## src/rtl/gfx_cmd_pkg.sv

```systemverilog
// gfx_cmd_pkg: opcodes and FSM state encoding shared by the graphics command engine
package gfx_cmd_pkg;
  typedef enum logic [7:0] {OP_CLEAR = 8'h01, OP_FILL = 8'h02, OP_COPY = 8'h03} op_t;
  typedef enum logic [2:0] {S_IDLE, S_FILL, S_CP_RD, S_CP_WAIT, S_CP_WR, S_FINISH} state_t;
endpackage

```

## src/rtl/cmd_addr_gen.sv

```systemverilog
// cmd_addr_gen: remaining-byte count and source/destination pointers for the command engine
//   load           capture cnt_in/src_in/dst_in and the direction (down)
//   step           one byte consumed: count down, move both pointers
//   dst            current destination pointer
//   src_step/dst_step  pointers as they will be after the next step
//   zero           no bytes left after the current one
module cmd_addr_gen
  import gfx_cmd_pkg::*;
(
  input  logic        clk,
  input  logic        rst,
  input  logic        load,
  input  logic        step,
  input  logic        down,
  input  logic [15:0] cnt_in,
  input  logic [15:0] src_in,
  input  logic [15:0] dst_in,
  output logic [15:0] dst,
  output logic [15:0] src_step,
  output logic [15:0] dst_step,
  output logic        zero
);
  logic [15:0] cnt;
  logic [15:0] src;
  logic        dn;
  always_ff @(posedge clk)
    if (rst) begin
      cnt <= '0;
      src <= '0;
      dst <= '0;
      dn  <= 1'b0;
    end else if (load) begin
      cnt <= cnt_in;
      src <= src_in;
      dst <= dst_in;
      dn  <= down;
    end else if (step) begin
      cnt <= cnt - 16'd1;
      src <= src_step;
      dst <= dst_step;
    end
  assign src_step = dn ? src - 16'd1 : src + 16'd1;
  assign dst_step = dn ? dst - 16'd1 : dst + 16'd1;
  assign zero     = cnt == 16'd0;
endmodule

```

## src/rtl/gfx_cmd_engine.sv

```systemverilog
// gfx_cmd_engine: CLEAR / FILL / COPY engine driving screen RAM port A
//   cmd/request/user_addr/src_addr/length/fill_val  command inputs, latched on acceptance
//   cmd_mem_rdata   port A read data, valid one cycle after the address
//   cmd_mem_addr/cmd_mem_data/cmd_mem_wren  port A controls (registered)
//   active  command running; done  end-of-command pulse; err  unknown-opcode pulse
module gfx_cmd_engine
  import gfx_cmd_pkg::*;
#(
  parameter logic [15:0] SCREEN_SIZE = 16'd4800
) (
  input  logic        clk,
  input  logic        rst,
  input  logic [7:0]  cmd,
  input  logic        request,
  input  logic [15:0] user_addr,
  input  logic [15:0] src_addr,
  input  logic [15:0] length,
  input  logic [7:0]  fill_val,
  input  logic [7:0]  cmd_mem_rdata,
  output logic [15:0] cmd_mem_addr,
  output logic [7:0]  cmd_mem_data,
  output logic        cmd_mem_wren,
  output logic        active,
  output logic        done,
  output logic        err
);
  state_t      state, state_n;
  logic [15:0] addr_n, len, last, src_in, dst_in, dst, src_step, dst_step;
  logic [7:0]  data_n;
  logic        wren_n, err_n, done_n, active_n, load, step, known, down, zero;
  assign known = cmd == OP_CLEAR || cmd == OP_FILL || cmd == OP_COPY;
  assign len   = cmd == OP_CLEAR ? SCREEN_SIZE : length;
  assign last  = len - 16'd1;
  // Copy backwards when the destination lies above the source so overlapping bytes are read before overwritten
  assign down   = cmd == OP_COPY && user_addr > src_addr;
  assign src_in = down ? src_addr + last : src_addr;
  assign dst_in = cmd == OP_CLEAR ? 16'h0000 : down ? user_addr + last : user_addr;
  cmd_addr_gen u_addr_gen (
    .clk      (clk),
    .rst      (rst),
    .load     (load),
    .step     (step),
    .down     (down),
    .cnt_in   (last),
    .src_in   (src_in),
    .dst_in   (dst_in),
    .dst      (dst),
    .src_step (src_step),
    .dst_step (dst_step),
    .zero     (zero)
  );
  // Outputs are computed one cycle ahead and registered, so the first write appears the cycle after acceptance
  always_comb begin
    state_n = state;
    addr_n  = cmd_mem_addr;
    data_n  = cmd_mem_data;
    wren_n  = 1'b0;
    err_n   = 1'b0;
    load    = 1'b0;
    step    = 1'b0;
    case (state)
      S_IDLE: if (request) begin
        load    = 1'b1;
        err_n   = !known;
        state_n = !known || len == 16'd0 ? S_FINISH : cmd == OP_COPY ? S_CP_RD : S_FILL;
        addr_n  = cmd == OP_COPY ? src_in : dst_in;
        data_n  = fill_val;
        wren_n  = state_n == S_FILL;
      end
      S_FILL, S_CP_WR: if (zero) state_n = S_FINISH;
      else begin
        step    = 1'b1;
        state_n = state == S_FILL ? S_FILL : S_CP_RD;
        addr_n  = state == S_FILL ? dst_step : src_step;
        wren_n  = state == S_FILL;
      end
      S_CP_RD: state_n = S_CP_WAIT;
      S_CP_WAIT: begin
        state_n = S_CP_WR;
        addr_n  = dst;
        data_n  = cmd_mem_rdata;
        wren_n  = 1'b1;
      end
      S_FINISH: state_n = S_IDLE;
      default: state_n = S_IDLE;
    endcase
  end
  assign done_n   = state_n == S_FINISH;
  assign active_n = state_n != S_IDLE && state_n != S_FINISH;
  always_ff @(posedge clk)
    if (rst) begin
      state        <= S_IDLE;
      cmd_mem_addr <= '0;
      cmd_mem_data <= '0;
      cmd_mem_wren <= 1'b0;
      active       <= 1'b0;
      done         <= 1'b0;
      err          <= 1'b0;
    end else begin
      state        <= state_n;
      cmd_mem_addr <= addr_n;
      cmd_mem_data <= data_n;
      cmd_mem_wren <= wren_n;
      active       <= active_n;
      done         <= done_n;
      err          <= err_n;
    end
endmodule

```

## config.mk

```make
export PLATFORM = sky130hd
export DESIGN_NAME = gfx_cmd_engine
export DESIGN_NICKNAME = d
export VERILOG_FILES = /design/src/rtl/gfx_cmd_pkg.sv /design/src/rtl/cmd_addr_gen.sv /design/src/rtl/gfx_cmd_engine.sv
export SDC_FILE = /design/constraint.sdc
export NUM_CORES = 1
export LEC_CHECK = 0
export BUFFER_PORTS_ARGS = -buffer_cell sky130_fd_sc_hd__buf_2
export CORE_UTILIZATION = 54
export CTS_CLUSTER_SIZE = 14
export DETAILED_ROUTE_END_ITERATION = 12
export PLACE_DENSITY_LB_ADDON = 0.08
export SYNTH_ARGS = -nofsm -noshare
export SYNTH_HDL_FRONTEND = slang
export SYNTH_SLANG_ARGS = --single-unit
```

## constraint.sdc

```tcl
create_clock -name clk -period 4.17 [get_ports clk]
set_input_delay 0.417 -clock clk [delete_from_list [all_inputs] [get_ports clk]]
set_output_delay 0.417 -clock clk [all_outputs]
set_load 0.01 [all_outputs]
```

# Word level (Yosys, flattened, before mapping)
# Index checks and enable logic that the tools add are counted.
[op_classes]
addsub = 8
bitwise_logic = 2
magnitude_cmp = 1
muxes = 32
n_eq_ne = 12
reduce_logical = 17
[op_table]
columns = ["operator", "n"]
rows = [
  ["$mux W16", 16],
  ["$sub A16 B1 Y16 const B", 4],
  ["$pmux W16 S3", 1],
  ["$add A16 B1 Y16 const B", 2],
  ["$add A16 B16 Y16", 2],
  ["$logic_not A16 Y1", 2],
  ["$eq A8 B2 Y1 const B", 2],
  ["$gt A16 B16 Y1", 1],
  ["$pmux W8 S2", 1],
  ["$pmux W3 S4", 1],
  ["$mux W3", 3],
  ["$eq A8 B1 Y1 const B", 1],
  ["$mux W8", 1],
  ["$eq A3 B1 Y1 const B", 2],
  ["$eq A3 B2 Y1 const B", 2],
  ["$eq A3 B3 Y1 const B", 2],
  ["$mux W1", 6],
  ["$reduce_bool A3 Y1", 2],
  ["$mux W2", 2],
  ["$ne A2 B2 Y1 const B", 2],
  ["$reduce_bool A2 Y1", 2],
  ["$logic_not A3 Y1", 1],
  ["$logic_or A1 B1 Y1", 3],
  ["$ne A3 B3 Y1 const B", 1],
  ["8 further kinds", 10],
]
[word_totals]
out_inout_bits = 28
in_bits = 75
elab_cells = 83
register_bits = 80

# Longest topological paths before layout
# Gate-level depths: netlist of the first run.
[depth]
word_depth = 10
ltp_mapped = 21
ltp_nobuf = 20

# By module
# A second synthesis of the first run with hierarchy kept.
[unflattened]
hier_cells = 1144
hier_area_um2 = 8416.8
[modules_own_cells]
columns = ["module", "seq_area_each_um2", "area_each_um2", "cells_each", "n_inst"]
rows = [
  ["gfx_cmd_engine", 620.6, 4663.2, 655, 1],
  ["cmd_addr_gen", 980.9, 3753.6, 489, 1],
]

# Worst setup path before layout of the first run
# No wires, ideal clock.
[synth_timing]
path_type = "input to register"
startpoint = "in cmd[5]"
endpoint = "reg cmd_mem_addr[14]"
setup_ns = 0.135
arrival_ns = 4.326
path_slack_ns = -0.291
stages = 20
path_cell_list = "nor4_2 nand2_1 nor2_1 nand2_1 clkbuf_1 nand2_1 ha_1 nand2_1 nor2_1 nor3_1 a211oi_1 ha_1 o21ai_0 nand2b_1 a41oi_1 o21ai_0 or4_1 a22oi_1 nand2b_1 a311oi_1"
[synth_via]
elab_chain_len = 9
[synth_lines]
columns = ["element", "line_no", "text"]
rows = [
  ["start: declaration", "gfx_cmd_engine.sv:13", "input logic [7:0] cmd,"],
  ["$eq A8 B1 Y1", "gfx_cmd_engine.sv:32, gfx_cmd_engine.sv:37", ""],
  ["$mux W16", "gfx_cmd_engine.sv:32", "assign len = cmd == OP_CLEAR ? SCREEN_SIZE : length;"],
  ["$sub A16 B1 Y16", "gfx_cmd_engine.sv:33", "assign last = len - 16'd1;"],
  ["$add A16 B16 Y16", "gfx_cmd_engine.sv:37", "assign dst_in = cmd == OP_CLEAR ? 16'h0000 : down ? user_addr + last : user_addr;"],
  ["$mux W16 (2 in series)", "gfx_cmd_engine.sv:37", ""],
  ["$mux W16 *", "gfx_cmd_engine.sv:66", "addr_n = cmd == OP_COPY ? src_in : dst_in;"],
  ["$mux W16 *", "gfx_cmd_engine.sv:62", "S_IDLE: if (request) begin"],
  ["$pmux W16 S3 *", "gfx_cmd_engine.sv:61", "case (state)"],
  ["end signal: assignment", "gfx_cmd_engine.sv:101", "cmd_mem_addr <= addr_n;"],
  ["end: declaration", "gfx_cmd_engine.sv:20", "output logic [15:0] cmd_mem_addr,"],
]
# Mark *: on every way between the ends. The rest lies on a longest branch, timed or not. The select of a mux whose other input is x is not followed.
# A chain may end at the register's enable or synchronous reset.

# Worst setup path in the final report of the first run
[layout_timing]
startpoint = "in cmd[5]"
endpoint = "reg cmd_mem_addr[9]"
# The elaborated chain is that of the path after synthesis.

==> results of run 1 <==
-- stage by stage --
step	instance area, um2	setup TNS [ps]	total power [W]	worst slack [ps]	instances
detailed placement	8750	-667	0.00300	-154	1325
finish	9140	0	0.00394	304	1342
global placement	8750	-22.0	0.00298	-11.8	1325
global route	9140	0	0.00417	7.92	1342
CTS	9070	0	0.00388	190	1341
floorplan	7860	0	0.00241	27.7	1044
-- cell usage in the layout (no fill, tap or decap), types with 7 or more instances in the layout --
master and count:
a31oi_1 17, a21o_1 20, buf_4 46, ha_1 77, buf_2 102, or3_1 7
a211oi_1 23, and2_1 9, nor2b_1 9, and3_1 8, xor2_1 26, a21oi_1 88
xnor2_1 45, dfxtp_1 80, clkbuf_16 9, nand2_1 113, nand2b_1 8, inv_1 36
a22oi_1 17, o221ai_1 7, nand3_1 30, nor3_1 31, nor2_1 120, mux2i_1 23
o21ai_0 51, a221oi_1 15, a311oi_1 8, o22ai_1 7
-- what timing repair did --
action	in CTS	in global routing
buffers inserted	0	1
setup endpoints to repair	0	9
resized for setup	0	14
-- cell usage after synthesis, types with 5 or more instances --
cell      instances  area (um2)
nor2_1          122         458
nand2_1         116         435
a21oi_1          91         455
dfxtp_1          80        1600
ha_1             78         976
o21ai_0          53         265
xnor2_1          45         394
inv_1            36         135
nor3_1           32         160
nand3_1          30         150
clkbuf_1         29         109
xor2_1           26         228
a211oi_1         24         180
mux2i_1          23         230
a21o_1           20         150
a221oi_1         17         149
a22oi_1          17         128
a31oi_1          17         106
buf_2            11        55.1
a311oi_1          9        78.8
and2_1            9        56.3
nor2b_1           9        56.3
and3_1            8        50.1
nand2b_1          8        50.1
nor4_1            7        43.8
o221ai_1          7        61.3
o22ai_1           7        43.8
or3_1             7        43.8
nand4_1           6        37.5
o211ai_1          6        45.0
o21a_1            6        45.0
o21bai_1          6        45.0
o31ai_1           5        37.5
-- where the power goes --
part | total [W] | internal [W] | leakage, nW | switching, W
Clock | 0.000888 | 0.000542 | 0.160 | 0.000346
Combinational | 0.00193 | 0.000739 | 3.31 | 0.00119
Sequential | 0.00112 | 0.000960 | 0.659 | 0.000162
-- worst max-delay path: stages --
cell      delay (ps)
buf_2            110
nor4_4           290
nand2_2          110
nor2_4           120
nand2_1          120
nand2_2          100
ha_2             220
nand2_2           80
nor2_1           140
nor3_1            70
a211oi_2         290
ha_1             330
a21oi_1          170
nand2_1           80
o21ai_0          310
o21bai_1         110
a21oi_1          190
xnor2_1           80
mux2i_1          310
o21ai_0          190
o221a_2          270
-- cells by family (layout without fill, tap and decap cells) --
kind of cell               after synthesis  after routing
buffers and inverters                   83            201
AOI/OAI and AO/OA                      321            321
and+or+nand+nor                        382            382
adders and majority gates               82             82
muxes                                   25             25
DFF                                     80             80
xor gates and xnor gates                71             71
-- final cells by class --
cell class,instances,area (um2)
clock inverters,5,78.8
flip-flops and latches,80,1600
well taps,180,225
fillers,1308,4850
clock buffers,11,243
repair buffers,149,876
multi-input cells,881,5980
inverters,36,135
-- metal layers --
layer,wire (um),up-vias,track usage,part of all wire
met5,0,-,0,0
met4,886,0,0.146,0.035
met3,1810,55,0.0460,0.072
met2,10600,342,0.510,0.42
met1,11700,3861,0.482,0.47
li1,-,4080,-,-
-- how the worst max path moves through the flow --
stage	startpoint	endpoint	slack, ps
after floorplan	cmd[5]	cmd_mem_addr[15]	30
after global placement	cmd[5]	u_addr_gen.src[15]	-10
after detailed placement	cmd[5]	u_addr_gen.src[15]	-150
after CTS	cmd[5]	u_addr_gen.src[15]	190
after global routing	cmd[5]	cmd_mem_addr[7]	8
final	cmd[5]	cmd_mem_addr[9]	300
-- state kept, by name, summed over array words and instances, names as in the netlist --
signal	cells
cmd_mem_addr	16
u_addr_gen.cnt	16
u_addr_gen.dst	16
err	1
state	3
u_addr_gen.src	16
done	1
active	1
cmd_mem_wren	1
u_addr_gen.dn	1
cmd_mem_data	8
==> impl_metrics.json, run 1 <==
{
  "outcome": "finished, final reports clean",
  "ys_warn_count": 0,
  "synth.distinct_cells": 75,
  "rows": 43,
  "postCtsHoldBufs": 0,
  "grt_pass1_vias": 7529,
  "initial_core_util": 0.559,
  "cp-end-kind": "flop",
  "fin_crit_sh": 0.927,
  "skew_ps": 8.59,
  "clk_path_buf_depth": 2,
  "postLayoutCoreUtil": 0.654,
  "die_h_um": 122,
  "vias": 8338,
  "syn_avg_cell_area_um2": 7.49,
  "netlist_instances": 1044,
  "cp.required_ps": 4410,
  "port_buffers": 102,
  "r2r-start": "u_addr_gen.dn",
  "finalHoldViolCount": 0,
  "tritoncts": "yes",
  "dieArea_um2": 15000,
  "hp-start": "fill_val[3]",
  "drc": 0,
  "overflow": 0,
  "whs_endpoint": "cmd_mem_data[3]",
  "worst_pin_slew_ps": 1130,
  "wl_per_cell_um": 18.7,
  "synthMuxAreaShare": 0.0323,
  "powerDensity_nw_per_um2": 431,
  "clk_latency_ps": 350,
  "final-max-slew-violation-count": 0,
  "grt_max_degree": 50,
  "ys_seq_area_frac": 0.205,
  "first_iter_violations": 677,
  "diodes": 0,
  "area_delta_synth_final_pct": 16.9,
  "min_path_cells": 3,
  "synth-compound-area-share": 0.272,
  "synthAdderAreaFrac": 0.135,
  "dr.pass1.iters": 7,
  "vias_per_cell": 6.21,
  "hold_class": "input pin to flop",
  "synth_top_family_by_area": "compound AO/OA/AOI/OAI gates",
  "route.antenna.remaining_nets": 0,
  "maxCapViolCount": 0,
  "crit_fanout": 4,
  "die_w_um": 122,
  "start_kind": "input pin",
  "reg2reg_to": "cmd_mem_addr[14]",
  "clkTransAtPathRegs_ps": 60,
  "syn_nets": 1201,
  "cp.arrival_ps": 4110,
  "gp_congestion": 0.995,
  "htree_levels": 3,
  "cts_sinks": 80,
  "async_flop_share": 0,
  "grt_pass1_wl_um": 39300,
  "ioPinCount": 103,
  "grt_use_total": 0.340,
  "drive_above_1_share": 0.182,
  "rsz0062_at_grt": "false",
  "cts_root_buf": "clkbuf_16",
  "core_um2": 14000,
  "drt-total-wl_um": 25100,
  "ys_seq_elements": 80,
  "final-setup-viol-count": 0,
  "holdWs_ps": 332,
  "numCtsBuffers": 9,
  "final_nets": 1314,
  "synth_flop_cell": "dfxtp_1",
  "synthSimpleGateAreaFrac": 0.230,
  "ir_drop_mv": 0.242,
  "worstSetupPathType": "input pin to flop",
  "power_leakage_nw": 4.13,
  "synth_edf_count": 0,
  "netlist_area_um2": 7820,
  "fin_crit_ps": 3870,
  "antenna_found_initial": 0,
  "reg2regPathDepth": 10,
  "relSlewSlack": 0.245,
  "synth_xor_xnor_area_share": 0.0795,
  "hpwl_um": 19300,
  "max_freq_mhz": 259,
  "r2r_setup_slack_ps": 380
}
(Power assumes the default switching activity.)
==> run 2: changes to the inputs <==
BUFFER_PORTS_ARGS = not set   (was -buffer_cell sky130_fd_sc_hd__buf_2)
CORE_UTILIZATION = 60   (was 54)
DONT_BUFFER_PORTS = 1   (was not set)
==> impl_metrics.json, run 2 (synthesis gave the netlist of run 1 again) <==
{
  "drt-total-wl_um": 24400,
  "max_freq_mhz": 261,
  "initial_core_util": 0.617,
  "dieArea_um2": 13500,
  "ir_drop_mv": 0.231,
  "tritoncts": "yes",
  "final_nets": 1199,
  "cp-end-kind": "flop",
  "finalHoldViolCount": 0,
  "final-max-slew-violation-count": 0,
  "worstSetupPathType": "input pin to flop",
  "route.antenna.remaining_nets": 0,
  "vias_per_cell": 6.55,
  "grt_max_degree": 73,
  "clkTransAtPathRegs_ps": 60,
  "grt_use_total": 0.368,
  "cts_root_buf": "clkbuf_16",
  "grt_pass1_vias": 7187,
  "rows": 41,
  "final_cell_mix": "nor2_1, nand2_1, a21oi_1",
  "skew_ps": 8.08,
  "hpwl_um": 18500,
  "grt_pass1_wl_um": 37800,
  "holdWs_ps": 136,
  "antenna_found_initial": 0,
  "cp.arrival_ps": 4060,
  "gp_congestion": 1.05,
  "die_h_um": 116,
  "setup_tns_ps": 0,
  "cts_sinks": 80,
  "postCtsSetupRepairBufs": 0,
  "maxCapViolCount": 0,
  "overflow": 0,
  "drc": 0,
  "power_leakage_nw": 3.63,
  "worst_pin_slew_ps": 1080,
  "dr.pass1.iters": 5,
  "crit_fanout": 4,
  "cp.required_ps": 4390,
  "clk_path_buf_depth": 2,
  "port_buffers": 0,
  "htree_levels": 3,
  "design_area_um2": 8500,
  "start_kind": "input pin",
  "relSlewSlack": 0.279,
  "critPathLaunch": "cmd[5]",
  "hold_class": "input pin to flop",
  "area_delta_synth_final_pct": 8.79,
  "ioPinCount": 103,
  "first_iter_violations": 719,
  "postCtsHoldBufs": 0,
  "outcome": "finished, final reports clean",
  "diodes": 0,
  "numCtsBuffers": 9,
  "placed_area_um2": 8130,
  "hp-start": "rst",
  "die_w_um": 116,
  "final-setup-viol-count": 0,
  "drive_above_1_share": 0.0869,
  "powerDensity_nw_per_um2": 453,
  "clk_latency_ps": 350,
  "r2r-start": "u_addr_gen.dn",
  "core_um2": 12700,
  "wl_per_cell_um": 20.0,
  "fin_crit_sh": 0.921,
  "vias": 7988,
  "final_common_cell": "nor2_1",
  "fin_crit_ps": 3840,
  "cts.repair.resized": 0
}
-- run 2: cell type report --
class                   instances  area [um2]
fillers                      1145        4170
inverters                      36         135
repair buffers                 34         255
well taps                     172         215
clock inverters                 6         115
flip-flops and latches         80        1600
multi-input cells             881        5940
clock buffers                  10         239
-- run 2: stage by stage --
step,util,setup WS [ps],instances,power [W]
final,0.671,331,1219,0.00386
after global routing,0.671,-1.09,1219,0.00409
after CTS,0.669,275,1219,0.00381
after detailed placement,0.641,-39.9,1203,0.00286
after global placement,0.641,108,1203,0.00284
after floorplan,-,27.7,1044,0.00241
-- run 2: path summary, 6_finish.rpt --
kind                       to  slack, ps  cells past startpoint
min reg2reg   cmd_mem_data[4]        500                      2
max          cmd_mem_addr[14]        330                     17
max reg2reg  cmd_mem_addr[15]        740                     11
min           cmd_mem_addr[3]        140                      1
-- run 2: per-layer routing --
| layer | GRT usage | vias to the layer above | routed length (um) |
|---|---|---|---|
| met1 | 0.491 | 3661 | 10300 |
| met5 | 0 | - | 0 |
| li1 | - | 3853 | - |
| met4 | 0.134 | 0 | 742 |
| met3 | 0.0944 | 41 | 2820 |
| met2 | 0.573 | 433 | 10600 |
-- run 2: report_power, final --
part	switching (W)	internal, W	leakage, nW
clock network	0.000347	0.000605	0.169
registers	0.000207	0.000960	0.659
logic	0.00109	0.000650	2.80
-- run 2: critical path: stages --
cell and delay (ps):
nor4_2 290, nand2_1 150, nor2_4 140, nand2_1 120, nand2_2 100, ha_2 220
xnor2_1 220, ha_1 320, a21o_1 190, a41oi_1 270, nand3_1 170, a41oi_2 280
o21ai_0 170, or4_1 480, a22oi_1 260, nand2b_1 150, a311oi_1 90
